## src/rtl/fpadd_result_stage.sv

```systemverilog
// Registered result stage for the shared FP32 / dual-bf16 adder: per-lane IEEE
// special-case fix-up followed by a 2-entry valid/ready FIFO with sticky flags.
package fpadd_result_pkg;
  typedef enum logic {FP32 = 1'b0, FP16 = 1'b1} fp_fmt_e;
endpackage

module fpadd_result_stage
  import fpadd_result_pkg::*;
#(
  parameter int unsigned DEPTH  = 2,
  parameter logic [31:0] QNAN32 = 32'h7FC00000,
  parameter logic [15:0] QNAN16 = 16'h7FC0
) (
  input  logic        clk,
  input  logic        rst,
  input  logic        in_valid,
  output logic        in_ready,
  input  fp_fmt_e     fmt,
  input  logic [31:0] op_x,
  input  logic [31:0] op_y,
  input  logic [31:0] add_r,
  output logic        out_valid,
  input  logic        out_ready,
  output fp_fmt_e     out_fmt,
  output logic [31:0] out_r,
  output logic [5:0]  out_flags,
  output logic [5:0]  flags_acc,
  input  logic        flags_clr
);

  typedef struct packed {
    logic [31:0] res;
    logic        nv;
    logic        of;
    logic        uf;
  } lane_t;

  typedef struct packed {
    fp_fmt_e     fmt;
    logic [31:0] r;
    logic [5:0]  flags;
  } entry_t;

  // Operates on an FP32-shaped word; a bf16 lane is passed left-aligned with
  // zero padding, so its result lands in [31:16] and [15:0] stays zero.
  function automatic lane_t fix_lane(input logic [31:0] x, input logic [31:0] y,
                                     input logic [31:0] r, input logic [31:0] qnan);
    lane_t o;
    logic  x_zero, y_zero, x_inf, y_inf, x_nan, y_nan, x_snan, y_snan;
    x_zero = (x[30:23] == 8'h00);
    y_zero = (y[30:23] == 8'h00);
    x_inf  = (&x[30:23]) && (x[22:0] == 23'h0);
    y_inf  = (&y[30:23]) && (y[22:0] == 23'h0);
    x_nan  = (&x[30:23]) && (|x[22:0]);
    y_nan  = (&y[30:23]) && (|y[22:0]);
    x_snan = x_nan && !x[22];
    y_snan = y_nan && !y[22];
    o = '{res: r, nv: 1'b0, of: 1'b0, uf: 1'b0};
    if (x_nan || y_nan) begin
      o.res = qnan;
      o.nv  = x_snan || y_snan;
    end else if (x_inf && y_inf && (x[31] != y[31])) begin
      o.res = qnan;
      o.nv  = 1'b1;
    end else if (x_inf) begin
      o.res = x;
    end else if (y_inf) begin
      o.res = y;
    end else if (x_zero && y_zero) begin
      o.res = {x[31] & y[31], 31'h0};
    end else if (x_zero) begin
      o.res = y;
    end else if (y_zero) begin
      o.res = x;
    end else if ((x[30:0] == y[30:0]) && (x[31] != y[31])) begin
      o.res = '0;
    end else if (&r[30:23]) begin
      o.res = {r[31], 8'hFF, 23'h0};
      o.of  = 1'b1;
    end else if (r[30:23] == 8'h00) begin
      o.res = {r[31], 31'h0};
      o.uf  = 1'b1;
    end
    return o;
  endfunction

  lane_t       lane32, lane_hi, lane_lo;
  entry_t      new_entry;
  entry_t      mem [DEPTH];
  logic        rd_ptr, wr_ptr;
  logic [1:0]  count;
  logic        push, pop;

  always_comb begin
    lane32  = fix_lane(op_x, op_y, add_r, QNAN32);
    lane_hi = fix_lane({op_x[31:16], 16'h0}, {op_y[31:16], 16'h0},
                       {add_r[31:16], 16'h0}, {QNAN16, 16'h0});
    lane_lo = fix_lane({op_x[15:0], 16'h0}, {op_y[15:0], 16'h0},
                       {add_r[15:0], 16'h0}, {QNAN16, 16'h0});
    new_entry.fmt = fmt;
    if (fmt == FP32) begin
      new_entry.r     = lane32.res;
      new_entry.flags = {lane32.nv, lane32.of, lane32.uf, 3'b000};
    end else begin
      // Both padded lane results have zero low halves, so OR-merging packs them.
      new_entry.r     = lane_hi.res | (lane_lo.res >> 16);
      new_entry.flags = {lane_hi.nv, lane_hi.of, lane_hi.uf,
                         lane_lo.nv, lane_lo.of, lane_lo.uf};
    end
  end

  assign in_ready  = (count != 2'd2);
  assign out_valid = (count != 2'd0);
  assign push      = in_valid && in_ready;
  assign pop       = out_valid && out_ready;
  assign out_fmt   = mem[rd_ptr].fmt;
  assign out_r     = mem[rd_ptr].r;
  assign out_flags = mem[rd_ptr].flags;

  always_ff @(posedge clk or posedge rst) begin
    if (rst) begin
      for (int unsigned i = 0; i < DEPTH; i++) mem[i] <= '0;
      rd_ptr    <= 1'b0;
      wr_ptr    <= 1'b0;
      count     <= '0;
      flags_acc <= '0;
    end else begin
      if (push) begin
        mem[wr_ptr] <= new_entry;
        wr_ptr      <= ~wr_ptr;
      end
      if (pop) rd_ptr <= ~rd_ptr;
      case ({push, pop})
        2'b10:   count <= count + 2'd1;
        2'b01:   count <= count - 2'd1;
        default: count <= count;
      endcase
      flags_acc <= (flags_clr ? 6'h00 : flags_acc) | (push ? new_entry.flags : 6'h00);
    end
  end

endmodule

```

## config.mk

```make
export PLATFORM = sky130hd
export DESIGN_NAME = fpadd_result_stage
export DESIGN_NICKNAME = d
export VERILOG_FILES = /design/src/rtl/fpadd_result_stage.sv
export SDC_FILE = /design/constraint.sdc
export NUM_CORES = 1
export LEC_CHECK = 0
export ABC_AREA = 1
export BUFFER_PORTS_ARGS = -buffer_cell sky130_fd_sc_hd__buf_2
export CAP_MARGIN = 15
export CORE_MARGIN = 2
export CORE_UTILIZATION = 42
export CTS_CLUSTER_SIZE = 24
export DETAILED_ROUTE_END_ITERATION = 6
export SLEW_MARGIN = 20
export SYNTH_ARGS = -nofsm -noshare
export SYNTH_HDL_FRONTEND = slang
export SYNTH_SLANG_ARGS = --single-unit
```

## constraint.sdc

```tcl
create_clock -name clk -period 7.7 [get_ports clk]
set_clock_uncertainty 0.1 [all_clocks]
set_input_delay 1.925 -clock clk [delete_from_list [all_inputs] [get_ports clk]]
set_output_delay 1.925 -clock clk [all_outputs]
set_load 0.03 [all_outputs]
```

==> results.md, run 1 <==
- Status: completed
- Post-synth top area cell: dfrtp_1
- GPL Wtd Cong: 0.986
- Synth top area share: 29.9%
- Final ANT Viol Nets: 0
- Average size of a mapped cell: 6.20 um^2
- Critical Path Sink: mem[15]
- Critical R2R Launch: count[0]
- Total number of vias: 8,018
- P_sw: 0.991 mW
- Slew Viols, Final: 0
- Sequential cell area: 2200 um^2
- # fillers: 1,869
- CTS root buf: clkbuf_16
- H-Tree Depth: 3
- Die Width: 136 um
- Post-CTS sizing: 0
- Worst reg2reg setup slack: 5030 ps
- Pwr per Cell Area: 263 nW/um^2
- WL final: 24.2 mm
- Top-count cell post-synth: nand2_1
- Flop pwr share: 33.2%
- IO Pins: 149
- Post-route setup TNS: 0 ps
- Grt total ovfl: 0
- Final core occ: 49.1%
- Final Setup Violations: 0
- Hold/Removal Path Class: register to register
- CTS Buffer Depth: 2
- Switching Share: 44.6%
- Drt first pass iters: 6
- Logic pwr share: 48.3%
- Slew headroom: 34.8%
- Number of synthesized flops with an enable pin: 0
- Period utilization: 59.3%
- Library cells used by synthesis: 43
- Via density: 5.23
- Multi-input logic area: 4400 um^2
- Reg2Reg Depth: 8
- DR iter-0 viols: 747
- Core Region: 17,200 um^2
- # Post-CTS Setup Buffers: 0
- CP required: 7820 ps
- Fin nets: 1,408
- Register clock-pin slew on the reported worst setup and hold paths: 60 ps
- CTS Buf Count: 9
- DIE HEIGHT: 136 um
- RSZ-0062 raised after global routing: no
- Hpwl dp: 17.9 mm
- Mapped cell area: 7360 um^2
- Final-report hold violation count: 0
- Antenna diode count: 0
- WL per Instance: 15.8 um
- Worst slew pin tran: 977 ps
- Die area: 18,600 um^2
- Syn_nets: 1,293
- Internal power: 1.23 mW
- Largest net degree at the start of global routing: 57
- Worst Setup SP: op_x[31]
- Minimum clock period: 4570 ps
- # hold bufs at CTS: 0
- Synth warn: 0
- Residual DRC: 0
- Crit-path max FO: 23
- CTS tree: done
- Layout area overhead: 14.9%
- Post-synthesis sequential area ratio: 29.9%
- Most frequent cells after synthesis: nand2_1, inv_1, dfrtp_1
- # port buffers: 148
- Row Count: 48
- Starting Density: 42.7%
- Fmax: 219 MHz
- Startpoint types: input pin
- Cell count after synthesis: 1,188
- Share of cells above drive strength 1: 19.3%
- Async SR Flop Fraction: 100%
- Initial antenna violation count: 0
- Leakage power: 4.74 nW
- Global-route wire length before repair: 38.4 mm
- Most used DFF post-synth: dfrtp_1
- Clock Latency Late Sink: 330 ps
- FF-to-FF End: mem[30]
- Clock Sinks: 88
- Worst Path Arrival: 4690 ps
- Total GRT Usage: 26.3%
- Vias in the first global route: 7,155
- Clk pwr share: 18.5%
- Final Power: 2.22 mW
- Max-cap viol count: 0
- Peak supply drop: 0.168 mV
- Largest cells by area after synthesis: dfrtp_1, nand2_1, inv_1
- Nature of the critical path endpoint: register
- Yosys reg bits: 88
- Crit path kind: input pin to register
==> registers in the layout, summed over array words and instances, names as in the netlist <==
register / cells
count: 2
flags_acc: 6
mem: 78
rd_ptr: 1
wr_ptr: 1
==> through the flow <==
| stage | area [um^2] | hold slack [ps] | std cells | worst slack, ps |
|---|---|---|---|---|
| after floorplan | 7360 | 343 | 1188 | 3400 |
| after global placement | 8150 | 359 | 1516 | 2790 |
| after detailed placement | 8150 | 362 | 1516 | 2820 |
| after CTS | 8440 | 378 | 1532 | 3170 |
| after global routing | 8460 | 398 | 1533 | 2870 |
| final | 8460 | 375 | 1533 | 3130 |
==> layout by cell type (no fill, tap or decap), drive strengths merged <==
cell type	count
clkbuf	13
clkinv	4
xnor2	19
nand4	37
o21ai	97
dfrtp	88
xor2	1
or2	3
nor2	95
nand3	56
o211ai	6
a21oi	55
mux2	23
nor4	1
o311ai	1
ha	3
o22ai	15
nor3	10
a311oi	1
inv	133
nand2	494
nand3b	1
buf	152
==> worst min path at each step <==
stage / from / end / slack (ps) / cells past startpoint
CTS: mem[60] / mem[60] / 380 / 2
global placement: flags_acc[5] / flags_acc[5] / 360 / 2
floorplan: mem[10] / mem[10] / 340 / 2
finish: mem[12] / mem[12] / 380 / 2
detailed placement: mem[60] / mem[60] / 360 / 2
global route: mem[45] / mem[45] / 400 / 2
==> power by group through the flow <==
stage / Sequential (mW) / Combinational (mW) / Clock [mW]
after detailed placement: 0.778 / 1.03 / 0
after global placement: 0.773 / 1.03 / 0
final: 0.738 / 1.07 / 0.411
after CTS: 0.771 / 1.04 / 0.422
after global routing: 0.762 / 1.19 / 0.442
after floorplan: 0.707 / 0.793 / 0
==> final cells by class <==
class / instances / share of cell area, %
Sequential cell: 88 / 26.1
Inverter: 134 / 5.99
Clock inverter: 3 / 0.178
Tap cell: 225 / 3.33
Timing Repair Buffer: 152 / 9.26
Clock buffer: 13 / 3.20
Multi-Input combinational cell: 918 / 52.0
==> routing by layer <==
metal	vias up	routed length, um	GRT usage [%]
met2	325	10500	38.9
met1	3644	11700	41.0
met5	-	0	0
li1	4018	-	-
met4	0	313	5.27
met3	31	1700	2.65
==> cell families (layout without fill, tap and decap cells) <==
family	after synthesis	count (layout)	synth area share (%)
simple gates	697	697	40.4
buf+inv	182	302	10.5
compound gates	175	175	12.8
flops	88	88	29.9
mux	23	23	3.52
xor+xnor	20	20	2.38
fa+ha+maj	3	3	0.510
==> worst max-delay path, cell delays in order <==
cell and delay, ps:
buf_2 120, ha_1 290, inv_1 60, a21oi_1 110
nand2_1 70, nor2_1 100, nand2_1 60, nor2_2 190
nand2_1 550, nand2_1 600, o21ai_0 140, nand2_1 90
nand2_1 60, nand2_1 60, nand2_1 90, nand2_1 70
nand2_1 60
No activity file was read; power rests on OpenSTA's default activity.
==> inputs of run 2 (changes only) <==
==> constraint.sdc (replaced) <==
create_clock -name clk -period 4.31 [get_ports clk]
set_clock_uncertainty 0.1 [all_clocks]
set_input_delay 1.0775 -clock clk [delete_from_list [all_inputs] [get_ports clk]]
set_output_delay 1.0775 -clock clk [all_outputs]
set_load 0.03 [all_outputs]
==> results.md, run 2 (synthesis gave the netlist of run 1 again) <==
- Clock Latency Late Sink: 340 ps (was 330 ps)
- GPL Wtd Cong: 0.925 (was 0.986)
- Total number of vias: 8,030 (was 8,018)
- Critical path's top delay family: flip-flops (was simple AND/OR/NAND/NOR gates)
- Clock Sinks: 88 (unchanged)
- Nature of the critical path endpoint: output port (was register)
- Share of cells above drive strength 1: 19.8% (was 19.3%)
- WL final: 24.1 mm (was 24.2 mm)
- RSZ-0062 raised after global routing: no (unchanged)
- Hold Crit Start: mem[59] (was mem[12])
- # hold bufs at CTS: 0 (unchanged)
- Worst Hold Path EP: mem[59] (was mem[12])
- Worst reg2reg setup slack: 2180 ps (was 5030 ps)
- FF-to-FF End: mem[38] (was mem[30])
- Crit path kind: register to output port (was input pin to register)
- Pwr per Cell Area: 472 nW/um^2 (was 263 nW/um^2)
- Largest net degree at the start of global routing: 51 (was 57)
- Drt first pass iters: 6 (unchanged)
- Initial antenna violation count: 0 (unchanged)
- Most flops, register: mem (unchanged)
- Final Setup Violations: 0 (unchanged)
- IO Pins: 149 (unchanged)
- CP required: 3130 ps (was 7820 ps)
- Status: completed (unchanged)
- Worst slew pin tran: 869 ps (was 977 ps)
- DIE HEIGHT: 136 um (unchanged)
- Hold Crit Depth: 2 (unchanged)
- Final-report hold violation count: 0 (unchanged)
- Post-route setup TNS: 0 ps (unchanged)
- Starting Density: 42.7% (unchanged)
- Most frequent cells in the layout: nand2_1, buf_2, inv_1 (unchanged)
- Peak supply drop: 0.272 mV (was 0.168 mV)
- H-Tree Depth: 3 (unchanged)
- Post-CTS sizing: 0 (unchanged)
- Fmax: 318 MHz
- # port buffers: 148 (unchanged)
- Final ANT Viol Nets: 0 (unchanged)
- Leakage power: 4.78 nW (was 4.74 nW)
- Placed cell area: 8220 um^2 (was 8150 um^2)
- CTS root buf: clkbuf_16 (unchanged)
- Die Width: 136 um (unchanged)
- Period utilization: 72.9%
- Slew Viols, Final: 0 (unchanged)
- Critical R2R Launch: count[0] (unchanged)
- Residual DRC: 0 (unchanged)
- Hpwl dp: 18.2 mm (was 17.9 mm)
- CTS Buffer Depth: 2 (unchanged)
- DR iter-0 viols: 684 (was 747)
- Commonest non-fill, non-tap cell in the layout: nand2_1 (unchanged)
- Largest regs: mem (78), flags_acc (6), count (2) (unchanged)
- Worst Path Buf+Inv: 2 (unchanged)
- Crit-path max FO: 24 (was 23)
- Row Count: 48 (unchanged)
- Minimum clock period: 3140 ps
- Vias in the first global route: 7,089 (was 7,155)
- Layout area overhead: 15.8% (was 14.9%)
- Total GRT Usage: 26.0% (was 26.3%)
- Die area: 18,600 um^2 (unchanged)
- CTS tree: done (unchanged)
- Register clock-pin slew on the reported worst setup and hold paths: 60 ps (about the same)
- CTS Buf Count: 9 (unchanged)
- CP peak stage delay: 720 ps (was 600 ps)
- Fin area: 8530 um^2 (was 8460 um^2)
- WL per Instance: 15.7 um (was 15.8 um)
- Global-route wire length before repair: 37.8 mm (was 38.4 mm)
- Startpoint types: register (was input pin)
- Grt total ovfl: 0 (unchanged)
- # Post-CTS Setup Buffers: 0 (unchanged)
- Via density: 5.21 (was 5.23)
- Reg2Reg Depth: 8 (unchanged)
- Max-cap viol count: 0 (unchanged)
- Core Region: 17,200 um^2 (unchanged)
- Fin nets: 1,416 (was 1,408)
- Max reg flops: 78 (unchanged)
- Worst Path Arrival: 1970 ps (was 4690 ps)
- Slew headroom: 42.0% (was 34.8%)
- Slowest CP cell: dfrtp_2 (was nand2_1)
- Worst-path cell chain: buf_4 > mux2_2 > buf_2 (was buf_2 > ha_1 > inv_1 > a21oi_1 > nand2_1 > nor2_1 > nand2_1 > nor2_2 > nand2_1 > nand2_1 > o21ai_0 > nand2_1 > nand2_1 > nand2_1 > nand2_1 > nand2_1 > nand2_1)
- Hold/Removal Path Class: register to register (unchanged)
[run 2: changes by cell type in the layout (fill, tap and decap cells not counted)]
| cell | change |
|---|---|
| clkbuf_8 | -1 |
| buf_12 | -1 |
| inv_1 | +1 |
| diode_2 | +1 |
| nand2_2 | -1 |
| inv_2 | -1 |
| clkinv_2 | -1 |
| buf_4 | +9 |
| nand2_1 | +1 |
| clkinvlp_4 | +2 |
| bufinv_16 | +1 |
| clkbuf_1 | -1 |
[run 2: worst max-delay path by stage]
stage	from	end	slack, ps	cells past startpoint
6_report	rd_ptr	out_flags[4]	1170	3
5_1_grt	op_x[0]	mem[48]	1050	15
4_1_cts	rd_ptr	out_flags[4]	1140	3
3_5_place_dp	op_x[2]	mem[49]	940	15
3_3_place_gp	op_y[31]	mem[37]	940	19
2_1_floorplan	rst	count[0]	850	1
[run 2: through the flow]
step / hold slack (ps) / util (%) / worst slack (ps) / cells / total power, mW
5_1_grt: 397 / 49.4 / 1050 / 1541 / 4.31
4_1_cts: 377 / 49.4 / 1140 / 1541 / 4.06
3_5_place_dp: 361 / 47.7 / 937 / 1525 / 3.25
2_1_floorplan: 343 / - / 854 / 1188 / 2.68
3_3_place_gp: 359 / 47.7 / 945 / 1525 / 3.24
6_report: 376 / 49.5 / 1170 / 1542 / 4.03
[run 2: report_power, final]
part | switching, mW | internal, mW | leakage, nW
clock | 0.313 | 0.478 | 0.148
sequential | 0.184 | 1.14 | 1.12
combinational | 1.29 | 0.620 | 3.51
[run 2: tightest hold or removal path, cell delays in order (launching register included)]
cell	delay, ps
dfrtp_1	340
nand2_1	50
nand2_1	50
[run 2: final cells by class]
class / count / area [um^2]
repair buffers: 160 / 831
inverters: 134 / 507
well taps: 225 / 282
multi-input cells: 918 / 4390
flip-flops and latches: 88 / 2200
diodes: 1 / 2.50
clock buffers: 11 / 253
fillers: 1844 / 8710
clock inverters: 5 / 55.1
[run 2: routing by layer]
metal	vias to the layer above	global-route usage (%)	wire (um)
met5	-	0	0
met3	24	2.65	1430
li1	4027	-	-
met4	0	6.71	360
met2	272	39.1	10500
met1	3707	39.6	11800
